===== src/rtl/mod_ctrl_pkg.sv =====
// Shared types and defaults for the sweep controller and its MOD-N counter.
package mod_ctrl_pkg;

  localparam int unsigned DEF_MOD = 10;

  typedef enum logic [1:0] {
    IDLE     = 2'd0,
    RUN_UP   = 2'd1,
    RUN_DOWN = 2'd2
  } state_t;

endpackage


===== src/rtl/bidir_mod_counter.sv =====
// Bidirectional MOD-N counter with synchronous load; load has priority over en.
module bidir_mod_counter
  import mod_ctrl_pkg::*;
#(
  parameter int unsigned MOD = DEF_MOD,
  parameter int unsigned CW  = $clog2(MOD)
) (
  input  logic          clk,
  input  logic          reset,
  input  logic          en,
  input  logic          load,
  input  logic [CW-1:0] load_val,
  input  logic          up_down,
  output logic [CW-1:0] count
);

  localparam logic [CW-1:0] CNT_MAX = CW'(MOD - 1);

  always_ff @(posedge clk) begin
    if (reset) begin
      count <= '0;
    end else if (load) begin
      count <= load_val;
    end else if (en) begin
      if (up_down) begin
        count <= (count == CNT_MAX) ? '0 : count + CW'(1);
      end else begin
        count <= (count == '0) ? CNT_MAX : count - CW'(1);
      end
    end
  end

endmodule


===== src/rtl/mod_counter_sweep_ctrl.sv =====
// Start/busy/done sequencer sweeping a MOD-N counter between latched limits
// for a programmed number of legs.
module mod_counter_sweep_ctrl
  import mod_ctrl_pkg::*;
#(
  parameter int unsigned MOD     = DEF_MOD,
  parameter int unsigned CW      = $clog2(MOD),
  parameter int unsigned SWEEP_W = 8
) (
  input  logic               clk,
  input  logic               reset,
  input  logic               start,
  input  logic               stop,
  input  logic [CW-1:0]      lo_lim,
  input  logic [CW-1:0]      hi_lim,
  input  logic [SWEEP_W-1:0] num_sweeps,
  input  logic               dir_init,
  output logic [CW-1:0]      count,
  output logic               up_down,
  output logic               busy,
  output logic               done,
  output logic               aborted,
  output logic               cfg_err,
  output logic [SWEEP_W-1:0] sweep_cnt
);

  localparam logic [CW-1:0] CNT_MAX = CW'(MOD - 1);

  state_t               state, state_nxt;
  logic [CW-1:0]        lo_q, hi_q;
  logic [SWEEP_W-1:0]   num_q;
  logic                 cfg_ok, leg_end, last_leg;
  logic                 cnt_en, cnt_load, cnt_dir;
  logic [CW-1:0]        cnt_val;
  logic                 done_nxt, abort_nxt, err_nxt;
  logic                 latch, sweep_clr, sweep_inc;

  assign cfg_ok   = (lo_lim < hi_lim) && (hi_lim <= CNT_MAX);
  assign leg_end  = ((state == RUN_UP) && (count == hi_q)) ||
                    ((state == RUN_DOWN) && (count == lo_q));
  assign last_leg = ((sweep_cnt + SWEEP_W'(1)) == num_q);
  assign busy     = (state != IDLE);
  assign cnt_dir  = (state == RUN_UP);

  always_ff @(posedge clk) begin
    if (reset) begin
      state     <= IDLE;
      lo_q      <= '0;
      hi_q      <= '0;
      num_q     <= '0;
      sweep_cnt <= '0;
      up_down   <= 1'b0;
      done      <= 1'b0;
      aborted   <= 1'b0;
      cfg_err   <= 1'b0;
    end else begin
      state   <= state_nxt;
      done    <= done_nxt;
      aborted <= abort_nxt;
      cfg_err <= err_nxt;
      if (latch) begin
        lo_q  <= lo_lim;
        hi_q  <= hi_lim;
        num_q <= num_sweeps;
      end
      if (sweep_clr) begin
        sweep_cnt <= '0;
      end else if (sweep_inc) begin
        sweep_cnt <= sweep_cnt + SWEEP_W'(1);
      end
      // Direction tracks the state entered; IDLE keeps the last leg's direction.
      if (state_nxt != IDLE) begin
        up_down <= (state_nxt == RUN_UP);
      end
    end
  end

  always_comb begin
    state_nxt = state;
    unique case (state)
      IDLE: begin
        if (start && cfg_ok && (num_sweeps != '0)) begin
          state_nxt = dir_init ? RUN_UP : RUN_DOWN;
        end
      end
      RUN_UP, RUN_DOWN: begin
        if (stop) begin
          state_nxt = IDLE;
        end else if (leg_end) begin
          if (last_leg) begin
            state_nxt = IDLE;
          end else begin
            state_nxt = (state == RUN_UP) ? RUN_DOWN : RUN_UP;
          end
        end
      end
      default: state_nxt = IDLE;
    endcase
  end

  always_comb begin
    cnt_en    = 1'b0;
    cnt_load  = 1'b0;
    cnt_val   = '0;
    done_nxt  = 1'b0;
    abort_nxt = 1'b0;
    err_nxt   = 1'b0;
    latch     = 1'b0;
    sweep_clr = 1'b0;
    sweep_inc = 1'b0;
    unique case (state)
      IDLE: begin
        if (start) begin
          if (!cfg_ok) begin
            err_nxt = 1'b1;
          end else if (num_sweeps == '0) begin
            done_nxt = 1'b1;
          end else begin
            latch     = 1'b1;
            sweep_clr = 1'b1;
            cnt_load  = 1'b1;
            cnt_val   = dir_init ? lo_lim : hi_lim;
          end
        end
      end
      RUN_UP, RUN_DOWN: begin
        if (stop) begin
          abort_nxt = 1'b1;
        end else if (leg_end) begin
          sweep_inc = 1'b1;
          // Reverse by loading the first value of the next leg so the limit is not repeated.
          if (last_leg) begin
            done_nxt = 1'b1;
          end else begin
            cnt_load = 1'b1;
            cnt_val  = (state == RUN_UP) ? hi_q - CW'(1) : lo_q + CW'(1);
          end
        end else begin
          cnt_en = 1'b1;
        end
      end
      default: ;
    endcase
  end

  bidir_mod_counter #(
    .MOD (MOD),
    .CW  (CW)
  ) u_counter (
    .clk      (clk),
    .reset    (reset),
    .en       (cnt_en),
    .load     (cnt_load),
    .load_val (cnt_val),
    .up_down  (cnt_dir),
    .count    (count)
  );

endmodule


===== config.mk =====
export PLATFORM = sky130hd
export DESIGN_NAME = mod_counter_sweep_ctrl
export DESIGN_NICKNAME = d
export VERILOG_FILES = /design/src/rtl/mod_ctrl_pkg.sv /design/src/rtl/bidir_mod_counter.sv /design/src/rtl/mod_counter_sweep_ctrl.sv
export SDC_FILE = /design/constraint.sdc
export NUM_CORES = 1
export LEC_CHECK = 0
export CAP_MARGIN = 25
export CORE_MARGIN = 8
export CORE_UTILIZATION = 48
export DETAILED_ROUTE_END_ITERATION = 8
export GPL_TIMING_DRIVEN = 0
export PLACE_DENSITY = 0.74
export SETUP_SLACK_MARGIN = 0.3
export SLEW_MARGIN = 20
export SYNTH_ARGS = -nofsm -noshare
export SYNTH_HDL_FRONTEND = slang
export SYNTH_SLANG_ARGS = --single-unit

===== constraint.sdc =====
create_clock -name clk -period 2.7 [get_ports clk]
set_clock_uncertainty 0.05 [all_clocks]
set_input_delay 0.675 -clock clk [delete_from_list [all_inputs] [get_ports clk]]
set_output_delay 0.675 -clock clk [all_outputs]
set_load 0.05 [all_outputs]

==> out/summary.txt, run 1 <==
status = completed
total chip power = 0.001351 W
PortBufs = 35
WL met2 = 3076 um
finished layout cell area = 3073 um2
Area growth, synth to finish = 38.84%
Worst-Margin Slew = 0.5273 ns
Final Hold Viols = 0
RSZ-0062 raised after global routing = true
DP Area = 2683 um2
Congestion Overflow GR = 0
Total Routing Usage GR = 0.1720
Startpoint Class = input pin
Final Cycle Share = 0.9616
simple-gate share of the synthesized area = 0.2549
remaining routing DRC violations = 0
pin count of the biggest net entering global routing = 12
nets = 383
Netlist cell types = 48
Lkg Pwr = 1.158 nW
Ports = 38
CTS tree = built
register share of total power = 0.408
WL/cell = 15.57 um
WL met3 = 341 um
Fin Setup TNS = 0 ns
Inserted Diodes = 0
htree depth = 2
Adder-Cell Fraction of Synth Area = 0.05653
ys async rst share = 0
floorplan row count = 24
first-pass GRT wire length = 9998 um
number of synthesis warnings = 0
max-cap violations = 0
worst hold stages = 2
data required time of the critical path = 2.83 ns
sw frac = 0.3338
Worst VDD drop = 0.0003173 V
fin crit period = 2.596 ns
clock power share = 0.296
CTS Buf Count = 5
post-synthesis mux area share = 0.03222
Comb pwr share = 0.296
Critical Path AT = 2.72 ns
Power Density = 439.5 nW/um2
vias in the first global route = 2183
sequential area share after synthesis = 0.3075
Post-synth EDFFs = 0
main combinational cell family by area after synthesis = simple AND/OR/NAND/NOR gates
final setup violation count = 0
DR vias = 2275
worst setup path class = in2reg
Top Metal Used = met4
Hold-fix buffers, CTS = 0
Seq cells post-synth = 34
DR vias/cell = 5.617
Starting Density = 0.5014
post-route ant nets = 0
Internal Power = 0.0008997 W
Worst setup EP type = register
Cell Area, Synth = 2213 um2
net count after synthesis = 324
Compound-Gate Fraction of Synth Area = 0.1865
routability cong. = 0.9158
die width = 83.91 um
clk sinks = 34
met1 WL = 2807 um
Worst-path clk slew = 0.07 ns
Die Y = 83.91 um
share of layout cells above drive strength 1 = 0.2323
top_reg_cell synth = dfxtp_1
max_slew headroom = 0.6485
cell count after synthesis = 293
core area = 4414 um2
Initial DRT Pass Iterations = 4
1st-iter DRT viols = 168
final slew viol count = 0
Die ar. = 7040 um2
Final HPWL DP = 4457 um
Hold Path Class = reg2reg
Max Root-Sink Buffers = 2
Max FO, Critical Path = 8
Net Switching = 0.0004508 W
routed wire length = 6304 um
mean post-synth cell area = 7.554 um2
Max Fclk = 0.3852 GHz
Worst R2R Path Depth = 8
antenna violations before repair = 0
CTS Root Cell = clkbuf_8
Worst-Skew Late Latency = 0.29 ns
xor/xnor share of the synthesized area = 0.1068
[sequential cells by signal, indices dropped and copies added, names as in the netlist]
signal	count
u_counter.count	4
sweep_cnt	8
done	1
hi_q	4
lo_q	4
state	2
num_q	8
up_down	1
aborted	1
cfg_err	1
[cells in the final DEF, fill, tap and decap left out, types with 2 or more instances in the layout]
cell type,n
clkbuf_1,7
mux2i_1,6
nand2b_1,3
a21oi_1,26
buf_2,4
dfxtp_2,9
o211ai_1,2
dfxtp_1,24
dlygate4sd2_1,2
o32ai_2,3
buf_4,15
o21ai_0,10
o21a_1,3
xor2_1,10
nand2_1,44
nor2b_1,2
buf_6,4
nor2_1,30
nor3_2,2
inv_1,14
nor4_4,4
a31o_2,2
ha_1,7
clkbuf_8,6
a211oi_4,2
nor3_1,7
or2_2,2
xnor2_1,17
a211oi_1,2
nand4_1,4
clkbuf_2,8
clkdlybuf4s50_1,25
ha_2,2
nand3_1,6
[cells in the mapped netlist (all sizes together) (3+ instances only)]
library cell / number / area (um2)
nand4: 4 / 25.02
inv: 15 / 56.30
a211oi: 4 / 42.54
nand2b: 4 / 25.02
xnor2: 17 / 148.9
nor4: 5 / 43.79
ha: 10 / 125.1
nor3: 9 / 45.04
dfxtp: 34 / 680.7
nand3: 6 / 30.03
nor2b: 3 / 18.77
nor2: 32 / 122.6
mux2i: 6 / 60.06
xor2: 10 / 87.58
o21a: 4 / 31.28
a21oi: 27 / 135.1
clkbuf: 15 / 56.30
nand2: 45 / 168.9
o32ai: 4 / 35.03
o21ai: 11 / 55.05
[area by class of cell]
cell class	instances	area, um2
Clock inverter	2	12.51
Timing Repair Buffer	52	465.4
Sequential cell	34	695.7
Tap cell	52	65.06
Multi-Input combinational cell	227	1582
Buffer	17	101.3
Clock buffer	6	82.58
Fill cell	367	1341
Inverter	15	68.82
[path summary, 6_finish.rpt]
path                                   from                   end  slack, ns
setup reg to reg  sweep_cnt[2]$_SDFFE_PP0P_  up_down$_SDFFE_PP0P_       0.26
hold / removal         lo_q[3]$_SDFFE_PP0P_  lo_q[3]$_SDFFE_PP0P_       0.41
setup / recovery              num_sweeps[0]  up_down$_SDFFE_PP0P_       0.10
hold reg to reg        lo_q[3]$_SDFFE_PP0P_  lo_q[3]$_SDFFE_PP0P_       0.41
[per-stage QoR]
step,setup slack [ns],cells,util,hold slack (ns)
after floorplan,0.1158,293,-,0.3863
after global placement,-0.7695,380,0.6077,0.3958
after detailed placement,-0.8005,380,0.6077,0.3983
after CTS,0.1298,396,0.6590,0.4090
after global routing,0.05588,405,0.6961,0.4494
final,0.1037,405,0.6961,0.4126
[worst max-delay path, stage by stage]
cell             delay [ns]
clkdlybuf4s50_1        0.47
nor4_4                 0.34
a21oi_2                0.15
and2_1                 0.20
clkbuf_4               0.19
nand2_1                0.10
or4b_1                 0.44
o211a_1                0.15
[routing by layer]
metal	up-vias	track usage
li1	1124	-
met3	10	0.04297
met4	0	0.07692
met2	65	0.2702
met1	1076	0.2149
met5	-	0
[power by group through the flow]
stage	clock [W]	combinational, W	sequential (W)
6_report	0.000400	0.000400	0.000551
4_1_cts	0.000400	0.000364	0.000550
2_1_floorplan	0	0.000201	0.000588
3_5_place_dp	0	0.000334	0.000562
3_3_place_gp	0	0.000328	0.000561
5_1_grt	0.000432	0.000436	0.000554
[logic make-up after synthesis]
family	count (synthesis)
adders and majority gates	10
muxes	7
AOI/OAI and AO/OA	64
and+or+nand+nor	119
DFF	34
buffers and inverters	32
xor gates and xnor gates	27
[repair_timing]
action | CTS | global route
endpoints found under the setup margin | 32 | 26
gates resized for setup | 40 | 43
setup buffers | 8 | 9
pin swaps | 8 | 14
Note: power is estimated with default switching activity, not from simulation.
==> run 2, diff against run 1 <==
Settings changed: HOLD_SLACK_MARGIN set to 0.15, SKIP_CTS_REPAIR_TIMING set to 1.
==> out/summary.txt, run 2 (synthesis results as in run 1) <==
antenna violations before repair = 0
Max Fclk = 0.3821 GHz
final setup violation count = 0
Levels on crit path = 8
R2R Setup Slk = 0.19 ns
Worst-Skew Late Latency = 0.29 ns
Finished Layout Cells = 404
DR vias = 2321
clk sinks = 34
reg2reg end = up_down$_SDFFE_PP0P_
max-cap violations = 0
Worst VDD drop = 0.0003177 V
clock power share = 0.295
Ports = 38
vias in the first global route = 2053
die width = 83.91 um
Area growth, synth to finish = 40.42%
htree depth = 2
CTS Buf Count = 5
GRT met2 Usage = 0.2498
Setup crit end = up_down$_SDFFE_PP0P_
worst reg2reg startpoint = sweep_cnt[2]$_SDFFE_PP0P_
Worst Path Buf+Inv = 2
Congestion Overflow GR = 0
data required time of the critical path = 2.82 ns
Critical Path Start = num_sweeps[6]
status = completed
routed wire length = 6332 um
Total Routing Usage GR = 0.1628
Worst R2R Path Depth = 9
number of placed cells counting well taps = 380
PortBufs = 35
met3 usage = 0.04102
Die ar. = 7040 um2
1st-iter DRT viols = 154
Power Density = 432.1 nW/um2
CP max stage delay = 0.47 ns
final slew viol count = 0
Startpoint Class = input pin
Core Util, Final = 0.7041
Final HPWL DP = 4457 um
Inserted Diodes = 0
Comb pwr share = 0.296
fin crit period = 2.617 ns
first-pass GRT wire length = 9535 um
Hold Path Class = reg2reg
Filler cells = 341
Initial DRT Pass Iterations = 4
Internal Power = 0.0008971 W
share of layout cells above drive strength 1 = 0.2102
CTS Root Cell = clkbuf_8
Die Y = 83.91 um
WL/cell = 15.67 um
setup ws final = 0.08261 ns
post-route ant nets = 0
register share of total power = 0.409
remaining routing DRC violations = 0
Max Root-Sink Buffers = 2
worst setup path class = in2reg
CP max-delay cell = clkdlybuf4s50_1
GRT met1 Usage = 0.2104
core area = 4414 um2
pin count of the biggest net entering global routing = 12
leading cell type in the layout, fill and taps excluded = nand2_1
CP delay by family, top = simple AND/OR/NAND/NOR gates
RSZ-0062 raised after global routing = true
DR vias/cell = 5.745
Net Switching = 0.0004459 W
Starting Density = 0.5014
Final Hold Viols = 0
pre-CTS setup slack = -0.8005 ns
sw frac = 0.3320
Worst setup EP type = register
Worst-path clk slew = 0.07 ns
Lkg Pwr = 1.197 nW
total chip power = 0.001343 W
Critical Path AT = 2.73 ns
Final Cycle Share = 0.9694
busiest layer in global routing = met2
max_slew headroom = 0.6180
Cell Chain, Critical Path = clkdlybuf4s50_1, nor4_4, a21oi_1, and2_1, buf_2, nand2_1, or4b_1, o211a_1
Largest regs = num_q: 8 flops, sweep_cnt: 8 flops
most frequent cells in the layout = nand2_1, nor2_1, a21oi_1, clkdlybuf4s50_1, dfxtp_1
Worst-Margin Slew = 0.5686 ns
nets = 382
Max FO, Critical Path = 8
routability cong. = 0.9158
CTS tree = built
floorplan row count = 24
## run 2: layout make-up
cell class	count	area, um2	share of cell area
Clock inverter	2	12.51	0.004026
Clock buffer	6	82.58	0.02657
Inverter	15	68.82	0.02214
Timing Repair Buffer	51	481.7	0.1550
Buffer	17	100.1	0.03221
Multi-Input combinational cell	227	1597	0.5137
Sequential cell	34	700.7	0.2254
Tap cell	52	65.06	0.02093
## run 2: metrics by stage
stage / setup TNS, ns / cell area (um2) / hold slack, ns
CTS: -9.062 / 2778 / 0.4090
global route: -0.03667 / 3108 / 0.4493
global placement: -17.60 / 2683 / 0.3958
finish: 0 / 3108 / 0.4124
floorplan: 0 / 2267 / 0.3863
detailed placement: -18.68 / 2683 / 0.3983
## run 2: how the worst min path moves through the flow
stage | from | endpoint | slack (ns) | cells after the start
2_1_floorplan | lo_q[3]$_SDFFE_PP0P_ | lo_q[3]$_SDFFE_PP0P_ | 0.39 | 2
3_3_place_gp | lo_q[3]$_SDFFE_PP0P_ | lo_q[3]$_SDFFE_PP0P_ | 0.40 | 2
3_5_place_dp | lo_q[3]$_SDFFE_PP0P_ | lo_q[3]$_SDFFE_PP0P_ | 0.40 | 2
4_1_cts | lo_q[3]$_SDFFE_PP0P_ | lo_q[3]$_SDFFE_PP0P_ | 0.41 | 2
5_1_grt | num_q[5]$_SDFFE_PP0P_ | num_q[5]$_SDFFE_PP0P_ | 0.45 | 2
6_report | lo_q[3]$_SDFFE_PP0P_ | lo_q[3]$_SDFFE_PP0P_ | 0.41 | 2
## run 2: worst register-to-register path, stage by stage, from the launching register on
cell and delay, ns:
dfxtp_4 0.34, buf_4 0.15, nand4_1 0.17, or4_1 0.43
o21a_2 0.15, a211oi_4 0.23, buf_6 0.15, nor2_4 0.05
or4b_1 0.50, o211a_1 0.16
## run 2: power groups by stage
stage	combinational (W)	sequential, W	clock, W
global placement	0.000328	0.000561	0
floorplan	0.000201	0.000588	0
CTS	0.000335	0.000550	0.000400
detailed placement	0.000334	0.000562	0
finish	0.000398	0.000549	0.000396
global route	0.000434	0.000552	0.000433
## run 2: per-layer routing
metal	up-vias	wire, um
met5	-	0
met4	0	131
met3	11	349
met2	66	3079
met1	1122	2771
li1	1122	-
